### src/rtl/floatingpoint.sv
// Shared floating-point definitions: operand classes, exception flags and
// helpers used by the add/sub pipeline and its normaliser.
package floatingpoint;

  typedef enum logic [1:0] {ZERO, NORMAL, INF, NAN} fp_class_e;

  typedef struct packed {
    logic invalid;
    logic overflow;
    logic underflow;
    logic inexact;
  } fp_flags_t;

  localparam int FLAG_INVALID   = 3;
  localparam int FLAG_OVERFLOW  = 2;
  localparam int FLAG_UNDERFLOW = 1;
  localparam int FLAG_INEXACT   = 0;

  // Subnormals (exponent zero) are treated as zero throughout.
  function automatic fp_class_e classify(input logic exp_zero, input logic exp_ones,
                                         input logic man_zero);
    if (exp_zero) return ZERO;
    if (exp_ones) return man_zero ? INF : NAN;
    return NORMAL;
  endfunction

  // Canonical quiet NaN: sign 0, exponent all ones, only the mantissa MSB set.
  function automatic logic [63:0] canon_nan(input int exp_w, input int man_w);
    logic [63:0] r;
    r = '0;
    for (int i = 0; i < exp_w; i++) r[man_w + i] = 1'b1;
    r[man_w - 1] = 1'b1;
    return r;
  endfunction

endpackage

### src/rtl/fp_lzc.sv
// Leading-zero counter for the normalise stage; count equals W when value is zero.
module fp_lzc #(
  parameter  int W  = 27,
  localparam int CW = $clog2(W + 1)
) (
  input  logic [W-1:0]  value,
  output logic [CW-1:0] count,
  output logic          all_zero
);

  // Scan upward so the highest set bit is the last (winning) assignment.
  always_comb begin
    count = CW'(W);
    for (int i = 0; i < W; i++) begin
      if (value[i]) count = CW'(W - 1 - i);
    end
    all_zero = (value == '0);
  end

endmodule

### src/rtl/fp_addsub_pipe.sv
// Three-stage IEEE-style adder/subtractor: S1 unpack/compare/align,
// S2 significand add/sub, S3 normalise/round-to-nearest-even/pack.
module fp_addsub_pipe
  import floatingpoint::*;
#(
  parameter  int EXP_W = 8,
  parameter  int MAN_W = 23,
  localparam int W     = 1 + EXP_W + MAN_W
) (
  input  logic         Clock,
  input  logic         Reset,
  input  logic         InValid,
  output logic         InReady,
  input  logic [W-1:0] OpA,
  input  logic [W-1:0] OpB,
  input  logic         Sub,
  output logic         OutValid,
  input  logic         OutReady,
  output logic [W-1:0] Result,
  output logic [3:0]   Flags
);

  localparam int SW  = MAN_W + 4;          // hidden + mantissa + guard/round/sticky
  localparam int LZW = $clog2(SW + 1);
  localparam int XW  = EXP_W + 2;          // two's-complement working exponent
  localparam logic [W-1:0] CANON_NAN = W'(canon_nan(EXP_W, MAN_W));

  typedef struct packed {
    logic             sign;
    logic [EXP_W-1:0] exp;
    logic [MAN_W:0]   sig;
    fp_class_e        cls;
  } fp_operand_t;

  function automatic fp_operand_t unpack(input logic [W-1:0] v, input logic flip);
    fp_operand_t o;
    o.sign = v[W-1] ^ flip;
    o.exp  = v[W-2 -: EXP_W];
    o.cls  = classify(o.exp == '0, &o.exp, v[MAN_W-1:0] == '0);
    o.sig  = (o.cls == NORMAL) ? {1'b1, v[MAN_W-1:0]} : '0;
    return o;
  endfunction

  // Valid/ready: a word moves across an interface on a rising edge where both
  // valid and ready are high; a stage register loads when empty or draining.
  logic v1, v2, v3, ld2, ld3;
  assign ld3      = !v3 || OutReady;
  assign ld2      = !v2 || ld3;
  assign InReady  = !v1 || ld2;
  assign OutValid = v3;

  // ---------------- S1: unpack, order by magnitude, align B ----------------
  fp_operand_t      a, b;
  logic [EXP_W-1:0] ediff;
  logic [SW-1:0]    b_ext, b_sh, lost_mask, b_aln;
  logic             sp_hit;
  logic [W-1:0]     sp_res;
  fp_flags_t        sp_flags;

  always_comb begin
    if (OpB[W-2:0] > OpA[W-2:0]) begin
      a = unpack(OpB, Sub);
      b = unpack(OpA, 1'b0);
    end else begin
      a = unpack(OpA, 1'b0);
      b = unpack(OpB, Sub);
    end
    ediff     = a.exp - b.exp;
    b_ext     = {b.sig, 3'b000};
    b_sh      = '0;
    lost_mask = '0;
    if (int'(ediff) >= MAN_W + 3) begin
      b_aln = {{(SW-1){1'b0}}, |b.sig};
    end else begin
      b_sh      = b_ext >> ediff;
      lost_mask = ~({SW{1'b1}} << ediff);
      b_aln     = {b_sh[SW-1:1], b_sh[0] | (|(b_ext & lost_mask))};
    end
    // Infinity always sorts into A, so only A needs inspecting for inf+finite.
    sp_hit   = 1'b1;
    sp_res   = CANON_NAN;
    sp_flags = '0;
    if (a.cls == NAN || b.cls == NAN) begin
      sp_res = CANON_NAN;
    end else if (a.cls == INF && b.cls == INF && a.sign != b.sign) begin
      sp_flags.invalid = 1'b1;
    end else if (a.cls == INF) begin
      sp_res = {a.sign, {EXP_W{1'b1}}, {MAN_W{1'b0}}};
    end else begin
      sp_hit = 1'b0;
    end
  end

  logic             s1_sign, s1_sub, s1_zsign, s1_sp_hit;
  logic [EXP_W-1:0] s1_exp;
  logic [SW-1:0]    s1_siga, s1_sigb;
  logic [W-1:0]     s1_sp_res;
  fp_flags_t        s1_sp_flags;

  // ---------------- S2: significand add / subtract ----------------
  logic             s2_sign, s2_zsign, s2_sp_hit;
  logic [EXP_W-1:0] s2_exp;
  logic [SW:0]      s2_sum;
  logic [W-1:0]     s2_sp_res;
  fp_flags_t        s2_sp_flags;

  always_ff @(posedge Clock) begin
    if (InReady && InValid) begin
      s1_sign     <= a.sign;
      s1_sub      <= a.sign ^ b.sign;
      s1_zsign    <= a.sign & b.sign;   // zero result is negative only for (-0)+(-0)
      s1_exp      <= a.exp;
      s1_siga     <= {a.sig, 3'b000};
      s1_sigb     <= b_aln;
      s1_sp_hit   <= sp_hit;
      s1_sp_res   <= sp_res;
      s1_sp_flags <= sp_flags;
    end
    if (ld2 && v1) begin
      s2_sign     <= s1_sign;
      s2_zsign    <= s1_zsign;
      s2_exp      <= s1_exp;
      s2_sum      <= s1_sub ? ({1'b0, s1_siga} - {1'b0, s1_sigb})
                            : ({1'b0, s1_siga} + {1'b0, s1_sigb});
      s2_sp_hit   <= s1_sp_hit;
      s2_sp_res   <= s1_sp_res;
      s2_sp_flags <= s1_sp_flags;
    end
  end

  // ---------------- S3: normalise, round, pack ----------------
  logic [LZW-1:0] lz;
  logic           lz_zero;

  fp_lzc #(.W(SW)) u_lzc (
    .value    (s2_sum[SW-1:0]),
    .count    (lz),
    .all_zero (lz_zero)
  );

  logic [SW-1:0]    norm;
  logic [XW-1:0]    exp_n, exp_f;
  logic [MAN_W+1:0] hr;
  logic             round_up;
  logic [W-1:0]     res_d;
  fp_flags_t        flags_d;

  always_comb begin
    if (s2_sum[SW]) begin
      norm  = {s2_sum[SW:2], s2_sum[1] | s2_sum[0]};
      exp_n = {2'b00, s2_exp} + XW'(1);
    end else begin
      norm  = s2_sum[SW-1:0] << lz;
      exp_n = {2'b00, s2_exp} - XW'(lz);
    end
    round_up = norm[2] && (norm[1] || norm[0] || norm[3]);
    hr       = {1'b0, norm[SW-1:3]} + {{(MAN_W+1){1'b0}}, round_up};
    // hr top bits are 01 normally and 10 when rounding carried out of the mantissa.
    exp_f    = exp_n + {{(XW-2){1'b0}}, hr[MAN_W+1:MAN_W]} - XW'(1);
    res_d    = {s2_sign, exp_f[EXP_W-1:0], hr[MAN_W-1:0]};
    flags_d  = '0;
    flags_d.inexact = |norm[2:0];
    if (s2_sp_hit) begin
      res_d   = s2_sp_res;
      flags_d = s2_sp_flags;
    end else if (!s2_sum[SW] && lz_zero) begin
      res_d   = {s2_zsign, {(W-1){1'b0}}};
      flags_d = '0;
    end else if (exp_f[XW-1] || exp_f == '0) begin
      res_d             = {s2_sign, {(W-1){1'b0}}};
      flags_d.underflow = 1'b1;
      flags_d.inexact   = 1'b1;
    end else if (exp_f >= {2'b00, {EXP_W{1'b1}}}) begin
      res_d            = {s2_sign, {EXP_W{1'b1}}, {MAN_W{1'b0}}};
      flags_d.overflow = 1'b1;
      flags_d.inexact  = 1'b1;
    end
  end

  logic [W-1:0] res_q;
  fp_flags_t    flags_q;

  always_ff @(posedge Clock) begin
    if (Reset) begin
      v1      <= 1'b0;
      v2      <= 1'b0;
      v3      <= 1'b0;
      res_q   <= '0;
      flags_q <= '0;
    end else begin
      if (InReady) v1 <= InValid;
      if (ld2)     v2 <= v1;
      if (ld3)     v3 <= v2;
      if (ld3 && v2) begin
        res_q   <= res_d;
        flags_q <= flags_d;
      end
    end
  end

  assign Result                = res_q;
  assign Flags[FLAG_INVALID]   = flags_q.invalid;
  assign Flags[FLAG_OVERFLOW]  = flags_q.overflow;
  assign Flags[FLAG_UNDERFLOW] = flags_q.underflow;
  assign Flags[FLAG_INEXACT]   = flags_q.inexact;

endmodule

### config.mk
export PLATFORM = sky130hd
export DESIGN_NAME = fp_addsub_pipe
export DESIGN_NICKNAME = d
export VERILOG_FILES = /design/src/rtl/floatingpoint.sv /design/src/rtl/fp_lzc.sv /design/src/rtl/fp_addsub_pipe.sv
export SDC_FILE = /design/constraint.sdc
export NUM_CORES = 1
export LEC_CHECK = 0
export ABC_CLOCK_PERIOD_IN_PS = 15600
export CORE_MARGIN = 2
export CORE_UTILIZATION = 65
export DETAILED_ROUTE_END_ITERATION = 8
export PLACE_DENSITY = 0.87
export SYNTH_ARGS = -nofsm -noshare
export SYNTH_HDL_FRONTEND = slang
export SYNTH_SLANG_ARGS = --single-unit
### constraint.sdc
create_clock -name Clock -period 15.6 [get_ports Clock]
set_input_delay 3.12 -clock Clock [delete_from_list [all_inputs] [get_ports Clock]]
set_output_delay 3.12 -clock Clock [all_outputs]
set_load 0.02 [all_outputs]
==> Word-level counts from Yosys, hierarchy flattened <==
Cells that the tools add are included.
{ "classes": {"bitwise": 8, "n_reduce_logical": 31, "n_mux": 85, "addsub": 8, "magnitude_cmp": 3, "eq_ne": 9, "shifts": 3} }
{ "op_table": {"columns": ["cell", "n"], "rows": [
  ["$mux W24", 4],
  ["$mux W5", 16],
  ["$mux W35", 2],
  ["$mux W32", 2],
  ["$mux W31", 2],
  ["$logic_not A23 Y1", 2],
  ["$mux W2", 18],
  ["$mux W4", 9],
  ["$gt A31 B31 Y1", 1],
  ["$add A27 B27 Y28", 1],
  ["$mux W28", 1],
  ["$sub A27 B27 Y28", 1],
  ["$and A27 B27 Y27", 1],
  ["$logic_not A27 Y1", 1],
  ["$mux W1", 27],
  ["$mux W27", 1],
  ["$not A27 Y27", 1],
  ["$reduce_or A27 Y1", 1],
  ["$shl A27 B5 Y27", 1],
  ["$shl A27 B8 Y27 const A", 1],
  ["$shr A27 B8 Y27", 1],
  ["$add A24 B1 Y25", 1],
  ["$reduce_or A24 Y1", 1],
  ["$mux W23", 1],
  ["24 further kinds", 50]
]} }
{ "totals": {"in_bits": 69, "wordCells": 173, "output_inout_bits": 38, "reg_bits": 207} }

==> Logic depth before layout (Yosys ltp) <==
Gate-level depths: netlist of run 1.
{ "depth": {"word_depth": 40, "depth_mapped": 36} }

==> Cells and area by module <==
Synthesis of run 1 repeated with hierarchy kept, for this count alone.
{ "hier_totals": {"hier_cells": 1636, "area_unflattened_um2": 14013.4} }
{ "modules_own_cells": {"columns": ["module", "instances", "cells_each", "area_each_um2", "seq_area_each_um2"], "rows": [
  ["fp_addsub_pipe", 1, 1585, 13674.4, 4023.9],
  ["fp_lzc", 1, 51, 339.1, 0.0]
]} }

==> Worst setup path after synthesis of run 1 <==
No wires, ideal clock.
{ "synth_timing": {"path_type": "input port to flip-flop", "from": "input OpA[29]", "to": "register s1_sigb[0] (data pin)", "required_time_ps": 15329, "setup_slack_ps": 7380, "stages": 20, "path_buffers": 2, "arrival_ps": 7949, "cell_sequence": "inv_1 -> ha_1 -> nand4_2 -> nor4_2 -> a222oi_1 -> nand2_2 -> o21ai_1 -> clkbuf_1 -> clkbuf_1 -> a2bb2oi_1 -> ha_1 -> o31ai_1 -> a21oi_1 -> a31oi_1 -> xor2_2 -> nand2_2 -> or4_1 -> a32o_1 -> nor4_1 -> a32oi_1"} }
{ "synth_between": {"elab_chain_cells": 14} }
{ "synth_lines": {"columns": ["element", "line_no", "text"], "rows": [
  ["start: declaration", "fp_addsub_pipe.sv:14", "input logic [W-1:0] OpA,"],
  ["branches (longest 13 deep; another with $gt A31 B31 Y1)", null, null],
  ["$mux W1 *", "fp_addsub_pipe.sv:72", "if (int'(ediff) >= MAN_W + 3) begin"],
  ["via b_aln[0]", "fp_addsub_pipe.sv:55", "logic [SW-1:0] b_ext, b_sh, lost_mask, b_aln;"],
  ["end signal: assignment", "fp_addsub_pipe.sv:114", "s1_sigb <= b_aln;"],
  ["end: declaration", "fp_addsub_pipe.sv:96", "logic [SW-1:0] s1_siga, s1_sigb;"]
]} }
Mark *: on every way through the listed nets, which the timed path passes. The select of a mux whose other input is x is not followed.
A chain may end at the register's enable or synchronous reset.

==> Final worst setup path of run 1 <==
{ "layout_timing": {"from": "register s2_sum[10]", "to": "register res_q[21], in the netlist Result[21]"} }
{ "layout_between": {"elab_chain_cells": 30} }
{ "layout_lines": {"columns": ["element", "line_no", "text"], "rows": [
  ["start: declaration", "fp_addsub_pipe.sv:103", "logic [SW:0] s2_sum;"],
  ["start signal: assignment", "fp_addsub_pipe.sv:123", "s2_sum <= s1_sub ? ({1'b0, s1_siga} - {1'b0, s1_sigb})"],
  ["$mux W4", "fp_lzc.sv:15", "if (value[i]) count = CW'(W - 1 - i);"],
  ["$mux W5 (16 in series)", "fp_lzc.sv:15", null],
  ["$shl A27 B5 Y27", "fp_addsub_pipe.sv:153", "norm = s2_sum[SW-1:0] << lz;"],
  ["$mux W27", "fp_addsub_pipe.sv:149", "if (s2_sum[SW]) begin"],
  ["$logic_or A1 B1 Y1 (2 in series)", "fp_addsub_pipe.sv:156", "round_up = norm[2] && (norm[1] || norm[0] || norm[3]);"],
  ["$logic_and A1 B1 Y1", "fp_addsub_pipe.sv:156", null],
  ["$add A24 B1 Y25", "fp_addsub_pipe.sv:157", "hr = {1'b0, norm[SW-1:3]} + {{(MAN_W+1){1'b0}}, round_up};"],
  ["$add A10 B2 Y10", "fp_addsub_pipe.sv:159", "exp_f = exp_n + {{(XW-2){1'b0}}, hr[MAN_W+1:MAN_W]} - XW'(1);"],
  ["$sub A10 B1 Y10", "fp_addsub_pipe.sv:159", null],
  ["$ge A10 B8 Y1 / $logic_not A10 Y1 (equally long branches)", "fp_addsub_pipe.sv:173, fp_addsub_pipe.sv:169", null],
  ["$mux W31 / $logic_or A1 B1 Y1 (equally long branches)", "fp_addsub_pipe.sv:173, fp_addsub_pipe.sv:169", null],
  ["$mux W31", "fp_addsub_pipe.sv:169", "end else if (exp_f[XW-1] || exp_f == '0) begin"],
  ["$mux W32 *", "fp_addsub_pipe.sv:166", "end else if (!s2_sum[SW] && lz_zero) begin"],
  ["$mux W32 *", "fp_addsub_pipe.sv:163", "if (s2_sp_hit) begin"],
  ["end signal: assignment", "fp_addsub_pipe.sv:195", "res_q <= res_d;"],
  ["end: declaration", "fp_addsub_pipe.sv:180", "logic [W-1:0] res_q;"]
]} }
Every way passes the cells marked *; elsewhere a longest branch is shown, timed or not.

==> results.ini, run 1 <==
[die]
die_w_um=151
rows=53
die_h_um=151
die-area_mm2=0.0228
start_util=0.665
io_pins=107
core_mm2=0.0212

[cells_and_area]
diodes=0
fillerInstances=1550
area_growth_pct=13.0
seq_area_mm2=0.00402
multi_input_area_mm2=0.00931
drive_gt1_frac=0.0568
nets=1972

[sta]
setup_viol=0
max_slew_margin=0.0475
setup_tns_ns=0
finalHoldViolations=0
tightest_slew_ns=1.42
timing.final.crit_share=0.618
holdWs_ns=0.403
fin_crit_ns=9.64
fmax_mhz=104
finClkSkew_ns=0.0202
maxSlewViolCount=0
rsz0062_at_grt=no

[placement]
numPortBuffers=106
gp_congestion=1.02
dp.final_hpwl_um=36200

[synthesis]
synth_top_area_share=0.230
syn_area_mm2=0.0141
synth_top_area_cell=edfxtp_1
synth_most_common_cell=nor2_1
synth_edf_count=108
yosys_warnings=0
yosys.cell_types.count=85
yosys_most_used_dff=edfxtp_1
yosys-top-cells-area=edfxtp_1, ha_1, dfxtp_1, nor2_1, nand3_1
synth_nets=1918
yosys_register_bits=147
synth_common_cells=nor2_1, nand2_1, nand3_1
syn_area_per_cell_um2=8.06
yosysSeqAreaShare=0.286
ys_async_sr_fraction=0
synth_cells=1747

[critical_path]
cp.arrival_ns=10.02
crit_start=s2_sum[10]
worstReg2RegStart=s2_sum[10]
crit_buf_inv=4
start_kind=flip-flop
crit_family=simple AND/OR/NAND/NOR gates
max_stage_delay_ns=0.83
cp_slowest_cell=nor2_1
cp.required_ns=15.98
path_common_cell=nand2_1
cp-end-kind=flip-flop
crit_fanout=36
critPathKind=reg2reg

[clock_network]
clkTransAtPathRegs_ns=0.07
insertion_delay_ns=0.45
cts-root-buf=clkbuf_16
clock_sinks=147
ctsHoldBuffers=0
post_cts_resize_count=0
postCtsSetupRepairBufs=0
clockBufferDepth=2
cts_made_buffers=17
cts_tree=done
htree_levels=4

[grt]
grt_max_degree=67
overflow=0
grtUsageTotal=0.427
grt_pass1_vias=13929
grt_pass1_wl_um=75200
antenna_found_initial=0

[pwr]
vdd_drop_max_mv=0.0717
power.density_mw_per_mm2=110
leakage_uw=0.00622

[job]
cap_viol_max_count=0

[route]
vias=14884
vias_per_cell=7.12
drt_iter0_markers=2224
drt_wl_total_um=48700
drc=0
drt_pass1_iterations=7
post_drt_wl_per_cell_um=23.3
drtAntennaViolNets=0

[status]
status=finished clean

[min_path]
hp-class=reg2reg
holdCritStartpoint=s1_sp_res[22]

## per-layer routing
metal,share of wire,global-route usage,wire length (um)
met5,0,0,0
met4,0.077,0.285,3770
met1,0.36,0.514,17600
met3,0.10,0.0702,4970
met2,0.46,0.705,22400
## power by group
part           internal [uW]  total, uW  switching, uW
logic                    296        816            520
registers                469        507           38.5
clock network            225        420            195
total                    990       1740            753
## area by class of cell
cell class                      instances  share of cell area
Timing Repair Buffer                  127              0.0766
Clock buffer                           18              0.0270
Inverter                              116              0.0274
Multi-Input combinational cell       1392               0.585
Tap cell                              275              0.0216
Sequential cell                       147               0.253
Clock inverter                         14             0.00889
## cells by family (layout without fill, tap and decap cells)
family | count (synthesis) | count (layout) | share of synthesized area
muxes | 71 | 71 | 0.0608
adders and majority gates | 102 | 102 | 0.0923
DFF | 147 | 147 | 0.286
xor gates and xnor gates | 57 | 57 | 0.0365
and+or+nand+nor | 639 | 639 | 0.219
AOI/OAI and AO/OA | 523 | 523 | 0.249
buffers and inverters | 208 | 275 | 0.0563
## placed cells by master, fill, tap and decap left out, drive strengths merged, types with 7 or more instances in the layout
master,count
nand2b,17
a32oi,7
a21o,24
a22o,32
xnor2,38
or3,9
mux4,10
and3,7
ha,99
buf,21
inv,121
clkbuf,18
nor2b,19
mux2,13
a21boi,14
o22ai,8
o21bai,15
o211ai,13
nand2,128
o21a,13
nor4,34
edfxtp,108
or2,7
a21oi,123
nand3,126
a2bb2oi,10
dfxtp,39
a22oi,12
nand4,25
xor2,19
o2111ai,7
clkdlybuf4s50,106
nor2,171
and2,16
a31oi,16
o21ai,106
mux2i,48
nor3,59
o31ai,39
a211oi,24
## state kept, by name (all words and copies together) (netlist names), 2 cells and up
signal,flops
s1_siga,24
s2_sum,28
Result,32
s2_exp,8
s1_sigb,27
s2_sp_res,2
s1_exp,8
s1_sp_res,2
Flags,4
## per-stage QoR
step | cells | total power, uW | area (um^2) | utilization | worst slack (ns)
floorplan | 1747 | 1060 | 14100 | - | 7.38
global placement | 2057 | 1260 | 15300 | 0.725 | 6.46
detailed placement | 2057 | 1280 | 15300 | 0.725 | 6.12
CTS | 2089 | 1700 | 15900 | 0.752 | 6.38
global route | 2089 | 1810 | 15900 | 0.752 | 5.51
finish | 2089 | 1740 | 15900 | 0.752 | 5.96
## worst paths after layout
path | endpoint | slack [ns] | cells after the start
setup / recovery | Result[21] | 5.96 | 34
hold / removal | s2_sp_res[22] | 0.40 | 0
setup reg to reg | Result[21] | 5.96 | 34
hold reg to reg | s2_sp_res[22] | 0.40 | 0
(Power assumes the default switching activity.)
==> run 2, diff against run 1 <==
ABC_CLOCK_PERIOD_IN_PS = 9450   (was 15600)
CORE_UTILIZATION = 61   (was 65)
PLACE_DENSITY = 0.83   (was 0.87)
clock period = 9.45 ns   (was 15.6 ns; I/O delays follow)
==> results.ini, run 2 (synthesis results as in run 1) <==
[status]
status=finished clean  ; unchanged

[sta]
rsz0062_at_grt=no  ; unchanged
finalHoldViolations=0  ; unchanged
setup_tns_ns=0  ; unchanged
setup_viol=0  ; unchanged
max_slew_margin=0.343  ; was 0.0475
fin_crit_ns=8.23  ; was 9.64 ns
timing.final.crit_share=0.871  ; was 0.618
maxSlewViolCount=0  ; unchanged
fmax_mhz=121  ; was 104 MHz
finClkSkew_ns=0.0150  ; was 0.0202 ns
holdWs_ns=0.408  ; was 0.403 ns
tightest_slew_ns=0.978  ; was 1.42 ns

[route]
drt_iter0_markers=1747  ; was 2224
drt_pass1_iterations=8  ; was 7
post_drt_wl_per_cell_um=22.3  ; was 23.3 um
vias_per_cell=6.89  ; was 7.12
drt_wl_total_um=47100  ; was 48700 um
drtAntennaViolNets=0  ; unchanged
drc=0  ; unchanged
vias=14539  ; was 14.9k

[pwr]
power.density_mw_per_mm2=178  ; was 110 mW/mm^2
leakage_uw=0.00629  ; was 0.00622 uW
vdd_drop_max_mv=0.102  ; was 0.0717 mV

[die]
die_w_um=156  ; was 151 um
core_mm2=0.0226  ; was 0.0212 mm^2
rows=55  ; was 53
die_h_um=156  ; was 151 um
start_util=0.622  ; was 0.665
io_pins=107  ; unchanged
die-area_mm2=0.0243  ; was 0.0228 mm^2

[critical_path]
crit_start=s2_sum[11]  ; was s2_sum[10]
start_kind=flip-flop  ; unchanged
cp.required_ns=9.82  ; was 15.98 ns
cp_slowest_cell=a2111oi_1  ; was nor2_1
cp.arrival_ns=8.60  ; was 10.02 ns
worstReg2RegStart=s2_sum[11]  ; was s2_sum[10]
cp-end-kind=flip-flop  ; unchanged
max_stage_delay_ns=0.78  ; was 0.83 ns
crit_fanout=16  ; was 36
critPathKind=reg2reg  ; unchanged

[cells_and_area]
layout_common_cells=nor2_1, nand2_1, nand3_1  ; unchanged
post-route-util=0.707  ; was 0.752
nets=1983  ; was 1972
largest_reg_flops=32  ; unchanged
drive_gt1_frac=0.0619  ; was 0.0568
area_growth_pct=13.8  ; was 13.0%
post-route-cell-area_mm2=0.0160  ; was 0.0159 mm^2
fillerInstances=1800  ; was 1550
diodes=0  ; unchanged
layout_commonest_cell=nor2_1  ; unchanged

[clock_network]
clock_sinks=147  ; unchanged
insertion_delay_ns=0.44  ; was 0.45 ns
htree_levels=4  ; unchanged
cts_made_buffers=17  ; unchanged
clkTransAtPathRegs_ns=0.07  ; about the same
clockBufferDepth=2  ; unchanged
cts_tree=done  ; unchanged
postCtsSetupRepairBufs=0  ; unchanged
cts-root-buf=clkbuf_16  ; unchanged
ctsHoldBuffers=0  ; unchanged
post_cts_resize_count=0  ; unchanged

[grt]
grt_pass1_vias=13469  ; was 13.9k
grt_max_degree=67  ; unchanged
overflow=0  ; unchanged
antenna_found_initial=0  ; unchanged
grtUsageTotal=0.385  ; was 0.427
grt_pass1_wl_um=72800  ; was 75200 um

[min_path]
hp-class=reg2reg  ; unchanged
holdCritStartpoint=s1_sp_res[31]  ; was s1_sp_res[22]

[placement]
gp_congestion=1.02  ; about the same
place_area_mm2=0.0154  ; was 0.0153 mm^2
dp.final_hpwl_um=36100  ; was 36200 um
numPortBuffers=106  ; unchanged

[job]
cap_viol_max_count=0  ; unchanged

==> run 2: changes by cell type in the layout (fill, tap and decap cells not counted), sizes merged <==
| cell | previous run | this run |
|---|---|---|
| buf | 21 | 32 |
| clkbuf | 18 | 22 |
| clkinv | 5 | 9 |
| clkinvlp | 3 | 0 |
| inv | 121 | 116 |
==> run 2: path summary, 6_finish.rpt <==
| path | to | slack [ns] | cells after the start |
|---|---|---|---|
| max | Result[21] | 1.22 | 32 |
| min | s2_sp_res[31] | 0.41 | 0 |
| max reg2reg | Result[21] | 1.22 | 32 |
| min reg2reg | s2_sp_res[31] | 0.41 | 0 |
==> run 2: final cells by class <==
cell class                 count  area (um^2)  share of cell area
tap                          285          357              0.0223
multi-input combinational   1392         9310               0.582
clock buffer                  22          485              0.0303
inverter                     116          435              0.0272
sequential                   147         4020               0.251
timing repair buffer         138         1300              0.0813
clock inverter                10         97.6             0.00610
==> run 2: critical path, delay by kind of cell (launching register included) <==
| kind | cells | cell delay, ns |
|---|---|---|
| AND/OR/NAND/NOR | 12 | 2.95 |
| AO/OA/AOI/OAI | 11 | 2.80 |
| buffers and inverters | 5 | 1.01 |
| adder cells (fa/ha/maj) | 3 | 0.86 |
| flip-flops | 1 | 0.49 |
| multiplexers | 1 | 0.07 |
==> run 2: where the power goes <==
group / total [uW] / internal [uW] / switching [uW] / leakage, uW
clock network: 678 / 394 / 284 / 0.000290
registers: 835 / 774 / 60.8 / 0.00135
logic: 1340 / 493 / 843 / 0.00466
==> run 2: stage by stage <==
step	total power [uW]	cells	setup WS (ns)
after floorplan	1760	1747	2.10
after global placement	2100	2078	1.50
after detailed placement	2130	2078	1.37
after CTS	2800	2110	1.51
after global routing	2980	2110	0.700
final	2850	2110	1.22
==> run 2: per-layer routing <==
metal | wire length (um) | up-vias | global-route usage
met3 | 3990 | 182 | 0.0536
met1 | 18200 | 6833 | 0.478
li1 | - | 6668 | -
met4 | 2780 | 0 | 0.197
met5 | 0 | - | 0
met2 | 22100 | 856 | 0.656
